File: src/rtl/memory_access_arbiter.sv
// N-port memory access arbiter: zero-latency grant to one port, read-tag FIFO routing returns back to requesters.
// Optional port-0 exclusive lock is compiled in with `define RSD_MEM_ARBITER_LOCK_EN.
module memory_access_arbiter #(
  parameter int NUM_PORTS       = 2,
  parameter int ADDR_WIDTH      = 32,
  parameter int DATA_WIDTH      = 128,
  parameter int MAX_OUTSTANDING = 4,
  parameter int RR_MODE         = 1
) (
  input  logic                                 clk,
  input  logic                                 rst_x,
  input  logic [NUM_PORTS-1:0][ADDR_WIDTH-1:0] portAddr,
  input  logic [NUM_PORTS-1:0][DATA_WIDTH-1:0] portWriteData,
  input  logic [NUM_PORTS-1:0]                 portRE,
  input  logic [NUM_PORTS-1:0]                 portWE,
  input  logic                                 portLock,
  output logic [NUM_PORTS-1:0]                 portBusy,
  output logic [DATA_WIDTH-1:0]                portReadData,
  output logic [NUM_PORTS-1:0]                 portReadDataReady,
  output logic [ADDR_WIDTH-1:0]                memAccessAddr,
  output logic [DATA_WIDTH-1:0]                memAccessWriteData,
  output logic                                 memAccessRE,
  output logic                                 memAccessWE,
  input  logic                                 memAccessBusy,
  input  logic [DATA_WIDTH-1:0]                memReadData,
  input  logic                                 memReadDataReady,
  output logic                                 orphanReadError
);

  localparam int PORT_W = $clog2(NUM_PORTS);
  localparam int PTR_W  = $clog2(MAX_OUTSTANDING);
  localparam int CNT_W  = PTR_W + 1;

  typedef struct packed {
    logic              valid;
    logic [PORT_W-1:0] idx;
  } grant_t;

  // First requester strictly after 'last', wrapping modulo NUM_PORTS.
  function automatic grant_t pick_rr(input logic [NUM_PORTS-1:0] req,
                                     input logic [PORT_W-1:0]    last);
    grant_t g;
    int     cand;
    g = '0;
    for (int k = 1; k <= NUM_PORTS; k++) begin
      cand = (int'(last) + k) % NUM_PORTS;
      if (!g.valid && req[PORT_W'(cand)]) begin
        g.valid = 1'b1;
        g.idx   = PORT_W'(cand);
      end
    end
    return g;
  endfunction

  function automatic grant_t pick_fixed(input logic [NUM_PORTS-1:0] req);
    grant_t g;
    g = '0;
    for (int i = NUM_PORTS - 1; i >= 0; i--) begin
      if (req[PORT_W'(i)]) begin
        g.valid = 1'b1;
        g.idx   = PORT_W'(i);
      end
    end
    return g;
  endfunction

  logic [PORT_W-1:0]    r_last_grant;
  logic                 r_hold_valid;
  logic [PORT_W-1:0]    r_hold_idx;
  logic [PORT_W-1:0]    r_tag_mem [MAX_OUTSTANDING];
  logic [PTR_W-1:0]     r_wr_ptr;
  logic [PTR_W-1:0]     r_rd_ptr;
  logic [CNT_W-1:0]     r_count;
  logic                 r_orphan;

  logic [NUM_PORTS-1:0] w_req;
  logic [NUM_PORTS-1:0] w_req_elig;
  grant_t               w_grant;
  logic                 w_grant_is_read;
  logic                 w_empty;
  logic                 w_full;
  logic                 w_pop;
  logic                 w_read_blocked;
  logic                 w_accept;
  logic                 w_push;
  logic [PORT_W-1:0]    w_head;

  assign w_req = portRE | portWE;

`ifdef RSD_MEM_ARBITER_LOCK_EN
  logic r_lock;

  assign w_req_elig = r_lock ? {{(NUM_PORTS-1){1'b0}}, w_req[0]} : w_req;

  always_ff @(posedge clk or negedge rst_x) begin
    if (!rst_x) begin
      r_lock <= 1'b0;
    end else if (portLock && w_accept && (w_grant.idx == '0)) begin
      r_lock <= 1'b1;
    end else if (!portLock && w_empty) begin
      r_lock <= 1'b0;
    end
  end
`else
  logic w_unused_lock;

  assign w_unused_lock = portLock;
  assign w_req_elig    = w_req;
`endif

  // A port stalled by memAccessBusy keeps the grant even if a higher-ranked port appears.
  always_comb begin
    // NOTE: every combinational output gets a default first so no path leaves it unassigned (no latch).
    w_grant = '0;
    if (r_hold_valid && w_req_elig[r_hold_idx]) begin
      w_grant.valid = 1'b1;
      w_grant.idx   = r_hold_idx;
    end else if (RR_MODE != 0) begin
      w_grant = pick_rr(w_req_elig, r_last_grant);
    end else begin
      w_grant = pick_fixed(w_req_elig);
    end
  end

  // Write wins over a simultaneous read; the read is simply dropped.
  assign w_grant_is_read = w_grant.valid && !portWE[w_grant.idx];
  assign w_empty         = (r_count == '0);
  assign w_full          = (r_count == CNT_W'(MAX_OUTSTANDING));
  assign w_pop           = memReadDataReady && !w_empty;
  assign w_read_blocked  = w_grant_is_read && w_full && !w_pop;
  assign w_accept        = w_grant.valid && !memAccessBusy && !w_read_blocked;
  assign w_push          = w_accept && w_grant_is_read;
  assign w_head          = r_tag_mem[r_rd_ptr];

  always_comb begin
    portBusy          = '1;
    portReadDataReady = '0;
    memAccessRE       = 1'b0;
    memAccessWE       = 1'b0;
    if (rst_x) begin
      if (w_accept) portBusy[w_grant.idx] = 1'b0;
      if (w_pop)    portReadDataReady[w_head] = 1'b1;
      memAccessWE = w_grant.valid && portWE[w_grant.idx];
      memAccessRE = w_grant_is_read && !w_read_blocked;
    end
  end

  assign memAccessAddr      = portAddr[w_grant.idx];
  assign memAccessWriteData = portWriteData[w_grant.idx];
  assign portReadData       = memReadData;
  assign orphanReadError    = r_orphan;

  always_ff @(posedge clk or negedge rst_x) begin
    if (!rst_x) begin
      // NOTE: sequential state uses non-blocking assignments so every flop samples pre-edge values.
      r_last_grant <= PORT_W'(NUM_PORTS - 1);
      r_hold_valid <= 1'b0;
      r_hold_idx   <= '0;
      r_orphan     <= 1'b0;
    end else begin
      if (w_accept) r_last_grant <= w_grant.idx;
      r_hold_valid <= w_grant.valid && memAccessBusy;
      r_hold_idx   <= w_grant.idx;
      if (memReadDataReady && w_empty) r_orphan <= 1'b1;
    end
  end

  always_ff @(posedge clk or negedge rst_x) begin
    if (!rst_x) begin
      r_wr_ptr <= '0;
      r_rd_ptr <= '0;
      r_count  <= '0;
    end else begin
      if (w_push) r_wr_ptr <= r_wr_ptr + 1'b1;
      if (w_pop)  r_rd_ptr <= r_rd_ptr + 1'b1;
      case ({w_push, w_pop})
        2'b10:   r_count <= r_count + 1'b1;
        2'b01:   r_count <= r_count - 1'b1;
        default: r_count <= r_count;
      endcase
    end
  end

  // NOTE: tag storage is deliberately not reset; r_count alone decides which entries are live.
  always_ff @(posedge clk) begin
    if (w_push) r_tag_mem[r_wr_ptr] <= w_grant.idx;
  end

endmodule

File: config.mk
export PLATFORM = sky130hd
export DESIGN_NAME = memory_access_arbiter
export DESIGN_NICKNAME = d
export VERILOG_FILES = /design/src/rtl/memory_access_arbiter.sv
export SDC_FILE = /design/constraint.sdc
export NUM_CORES = 1
export LEC_CHECK = 0
export CORE_AREA = 4 4 287 289
export DETAILED_ROUTE_END_ITERATION = 10
export DIE_AREA = 0 0 291 293
export DONT_BUFFER_PORTS = 1
export GPL_ROUTABILITY_DRIVEN = 0
export SLEW_MARGIN = 20
export SYNTH_ARGS = -nofsm -noshare
export SYNTH_HDL_FRONTEND = slang
export SYNTH_SLANG_ARGS = --single-unit
export TNS_END_PERCENT = 5
File: constraint.sdc
create_clock -name clk -period 2.8 [get_ports clk]
set_clock_uncertainty 0.2 [all_clocks]
set_input_delay 0.42 -clock clk [delete_from_list [all_inputs] [get_ports clk]]
set_output_delay 0.42 -clock clk [all_outputs]
set_load 0.02 [all_outputs]
Word-level counts from Yosys, hierarchy flattened
Memory sizes are Yosys's and may differ from the RTL's.
Cells that the tools add are included.

storage, ports and cells
  register bits after elaboration = 11
  ROM bits = 0
  output and inout bits = 295
  bits in writable memories = 4
  input bits = 457
  memories kept = 1
  logic and storage cells = 78
  latch bits = 0

cells by class
  shifts and indexed selects = 0
  multiply operators = 0
  bitwise logic cells = 2
  divide/modulo/power cells = 0
  multiplexer cells = 29
  $add $sub $neg = 6
  equal/unequal tests = 3
  magnitude comparators = 7
  reduce and logical (&&, ||, !) cells = 23

memory list
  name       words  bits a word  read ports  clocked after Yosys merged registers in  wr ports  line  source
  r_tag_mem  4      1            1           0                                        1         70    logic [PORT_W-1:0] r_tag_mem [MAX_OUTSTANDING];

operators by type and width
  cell                                                                           count
  128-bit 2-to-1 mux                                                             2
  32-bit 2-to-1 mux                                                              2
  2-bit 2-to-1 mux                                                               8
  1-bit logical AND                                                              15
  1-bit 2-to-1 mux                                                               14
  1-bit logical NOT                                                              6
  1-bit by 2-bit less-than comparator with 1-bit output (second input constant)  3
  1-bit by 3-bit less-than comparator with 1-bit output (second input constant)  2
  3-bit case mux with 2 select lines                                             1
  2-bit by 1-bit adder with 2-bit output (second input constant)                 2
  3-bit by 1-bit adder with 3-bit output (second input constant)                 1
  3-bit == test (second input constant)                                          1
  3-bit logical NOT                                                              1
  3-bit by 1-bit subtractor with 3-bit output (second input constant)            1
  1-bit adder (second input constant)                                            2
  1-bit demux with 1-bit select                                                  2
  2-bit by 1-bit == test with 1-bit output (second input constant)               1
  2-bit == test (second input constant)                                          1
  1-bit greater-or-equal comparator (second input constant)                      2
  2-bit inverter                                                                 1
  2-bit OR                                                                       1
  2-bit nonzero test                                                             1

Logic depth before layout (Yosys ltp)
  word-level depth = 21
  mapped depth = 11
  depth with buffers taken out = 11

Worst setup path before layout
No wires, ideal clock.

  path kind = reg2out
  from = reg r_hold_idx
  to = out memAccessRE
  data required time = 2.180 ns
  arrival = 1.888 ns
  buffers on the path = 1
  cell stages (with the launch flop) = 7
  path slack = 0.292 ns
  cells stage by stage = dfrtp_1 -> inv_2 -> o31a_1 -> o31a_1 -> buf_4 -> mux2i_1 -> nor3b_1

on the way
  cells in the longest elaborated chain, start to end = 13

ends and longest elaborated chain
  item                                                  line  source
  start, declared                                       69    logic [PORT_W-1:0] r_hold_idx;
  start signal, assigned                                163   r_hold_idx <= w_grant.idx;
  1-bit 2-to-1 mux (not written as such) (2 in series)  115   if (r_hold_valid && w_req_elig[r_hold_idx]) begin
  1-bit logical AND                                     115
  2-bit 2-to-1 mux *                                    115
  1-bit 2-to-1 mux (not written as such) (2 in series)  126   assign w_grant_is_read = w_grant.valid && !portWE[w_grant.idx];
  1-bit logical NOT                                     126
  1-bit logical AND *                                   126
  1-bit logical AND (2 in series)                       130   assign w_read_blocked = w_grant_is_read && w_full && !w_pop;
  1-bit logical NOT                                     144   memAccessRE = w_grant_is_read && !w_read_blocked;
  1-bit logical AND *                                   144
  1-bit 2-to-1 mux *                                    140   if (rst_x) begin
  end, declared                                         22    output logic memAccessRE,

Mark *: on every way between the ends. The rest lies on a longest branch, timed or not. The select of a mux whose other input is x is not followed.

Worst setup path after layout
  from = reg r_hold_idx
  to = out portBusy[1]

on the way
  cells in the longest elaborated chain, start to end = 14
  elaborated cells on any way between the ends = 21
  those cells by class = order compare: 2; mux: 9; bitwise: 1; reduce/logical: 9

ends and longest elaborated chain
  item                                                  line  source
  1-bit 2-to-1 mux (not written as such) (2 in series)  115
  1-bit logical AND                                     115
  2-bit 2-to-1 mux *                                    115
  1-bit 2-to-1 mux (not written as such) (2 in series)  126
  1-bit logical NOT                                     126
  1-bit logical AND                                     126
  1-bit logical AND (2 in series)                       130
  1-bit logical NOT                                     131   assign w_accept = w_grant.valid && !memAccessBusy && !w_read_blocked;
  1-bit logical AND                                     131
  2-bit 2-to-1 mux *                                    141   if (w_accept) portBusy[w_grant.idx] = 1'b0;
  2-bit 2-to-1 mux *                                    140
  end, declared                                         17    output logic [NUM_PORTS-1:0] portBusy,

Marked as above.

==> metrics <==
via count 2929; worst vdd ir 0.000469 V; Worst-path clk slew 0.05 ns; share of post-route cells with drive strength above 1 59.4%; slowest stage delay, CP roughly 0.37 ns; # rows between 100 and 150; port bufs 0; io pins 752; HPWL Detailed 32200 um; Final Hold Viols 0; critical path type register to primary output; Worst EP required 2.18 ns; Clock Tree Root clkbuf_16; # Max-Cap Violations 0; largest net degree at the start of global routing 32; crit-path max FO 20; Antenna Violating Nets Remaining 0; HP Class input port to register; Yosys warnings 0; CTS Sinks 15; number of synthesized flops with an enable pin 4; H-tree depth 1; Die Y 293 um; Pleak 0.00154 uW; Initial Utilization approximately 4.8%; number of global-route vias before repair 3028; Crit-path slowest cell o31a_4; Gate Count Post-Synth 388; fin nets 752; FF+latch count, synth 15; worst hold slack ~0.1 ns; measured slew at the worst slew-check pin 0.526 ns; total negative slack 0 ns; Syn Nets around 850; distinct cell type count after synthesis 36; sequential power share 12.7%; drt pass-1 iters 4; post-synthesis sequential area ratio roughly a tenth; Filler cells roughly 9400; critical path arrival 2.16 ns; Worst-Skew Late Latency 0.24 ns; gr ovfl total 0; RSZ-0062 raised after global routing yes; Via density between 2 and 2.5; clock tree buffer depth 2; post-layout util 6.18%; Sw Share 51.8%; crit path launch type register; drt total wl 37200 um; Die W 291 um; CTS buffer count 3; area growth from synthesis to layout 29.1%; status complete, no violations; logic gate share of total power 78.5%; Post-Syn Area per Cell 9.86 sq um; initial antenna violation count 45; Clk pwr share under 10%; power density cells 623 nW/um^2; CTS tree built; Power, Total 3080 uW; first-pass GRT wire length 41700 um; WL/cell 27.3 um; f_max 359 MHz; FFs w/ async S/R, synth roughly 73%; critical path endpoint category primary output; cells along the critical path inv_2 > o31a_1 > o31a_4 > buf_4 > bufbuf_16 > nor3_1 > nand2_2; drt initial violations 98; Pint 1480 uW; Total Routing Usage GR between 7 and 8%; final setup violating endpoints 0; drt drc 0; Net Switching 1590 uW; Die Area 85300 sq um; ys flop type dfrtp_1; final worst path period share 99.5%; Core Region 79900 sq um; max-slew violations 0; Cell Area, Synth 3830 sq um; crit path time final 2.78 ns; Slew Limit Headroom between 60 and 70%
==> placed cells by master (no fill, tap or decap), types with 4 or more instances in the layout <==
cell type	count
dfrtp_1	10
nor2_1	7
buf_4	8
buf_6	10
mux2_1	43
diode_2	15
mux2_4	16
inv_1	7
mux2_2	102
nand2_1	5
buf_12	13
ha_1	5
and2_1	5
clkbuf_16	4
buf_16	6
edfxtp_1	4
==> sequential cells by signal, summed over array words and instances, names as in the netlist <==
register and cells:
r_tag_mem 4, r_count 3, r_last_grant 1, r_wr_ptr 2
orphanReadError 1, r_hold_valid 1, r_hold_idx 1, r_rd_ptr 2
==> cells in the mapped netlist, types with 2 or more instances <==
library cell	number	area [sq um]
ha_1	5	62.6
nor2_1	7	26.3
mux2i_1	2	20.0
inv_1	7	26.3
a21oi_1	2	10.0
mux2_1	157	1770
buf_6	16	180
mux2_2	4	45.0
nor3_1	2	10.0
and2_1	5	31.3
dfrtp_1	10	250
buf_4	130	976
xor2_1	3	26.3
xnor2_1	3	26.3
o21ai_0	3	15.0
nand2_1	6	22.5
o31a_1	2	17.5
nor4b_1	2	17.5
nand3b_1	2	15.0
edfxtp_1	4	120
==> power groups by stage <==
| stage | clock network, uW | logic [uW] | registers (uW) |
|---|---|---|---|
| 3_3_place_gp | 0 | 1980 | 389 |
| 3_5_place_dp | 0 | 1980 | 394 |
| 6_report | 271 | 2410 | 390 |
| 5_1_grt | 287 | 2610 | 402 |
| 4_1_cts | 275 | 2490 | 391 |
| 2_1_floorplan | 0 | 1720 | 371 |
==> metal layers <==
metal / routed length, um / share of wire, % / GRT usage [%] / up-vias
li1: - / - / - / 1043
met1: 14800 / 40 / 9.47 / 1249
met2: 14500 / 39 / 10.9 / 547
met3: 6840 / 18 / 6.30 / 84
met4: 1050 / 2.8 / 2.28 / 6
met5: 41 / 0.11 / 0 / -
==> worst paths after layout <==
path / startpoint / end / slack, ns / cells past startpoint
max in group asynchronous: rst_x / r_last_grant / 1.66 / 1
worst max-delay path: r_hold_idx / portBusy[1] / 0.02 / 7
worst min register to register: r_rd_ptr[1] / r_rd_ptr[1] / 0.28 / 1
min in group asynchronous: rst_x / r_wr_ptr[0] / 0.39 / 1
worst min-delay path: memReadDataReady / orphanReadError / 0.1 / 1
worst max register to register: r_hold_idx / r_count[2] / 0.20 / 12
==> stage by stage <==
stage | worst slack (ns) | cell area, sq um | std cells
6_report | 0.0151 | 4940 | 1363
5_1_grt | -0.130 | 4920 | 1356
4_1_cts | -0.0534 | 4850 | 1347
3_5_place_dp | 0.0322 | 4390 | 1332
3_3_place_gp | 0.0388 | 4390 | 1332
2_1_floorplan | 0.292 | 3830 | 388
==> worst max-delay path, delay by kind of cell, from the launching register on <==
kind	cells	cell delay (ns)
AOI/OAI and AO/OA	2	0.64
buffers and inverters	3	0.51
and+or+nand+nor	2	0.40
DFF	1	0.36
==> what timing repair did <==
| item | 4_1_cts | 5_1_grt |
|---|---|---|
| setup buffers | 3 | 0 |
| endpoints found under the hold margin | 11 | 0 |
| hold buffers | 1 | 0 |
| endpoints found under the setup margin | 141 | 85 |
| pin swaps | 3 | 1 |
| gates resized for setup | 139 | 10 |
| cloned | 7 | 1 |
==> kinds of logic after synthesis <==
logic type / synth area share (%)
AOI/OAI and AO/OA: 2.58
muxes: 48.5
adders and majority gates: 2.16
and+or+nand+nor: 4.02
DFF: 10.4
buffers and inverters: 31.0
xor gates and xnor gates: 1.37
==> cell type report <==
class	count	area [sq um]	area share, %
inverters	8	30.0	0.608
repair buffers	42	731	14.8
diodes	15	37.5	0.760
well taps	1060	1330	26.9
clock buffers	4	78.8	1.60
multi-input cells	219	2340	47.4
flip-flops and latches	15	397	8.03
Note: power is estimated with default switching activity, not from simulation.
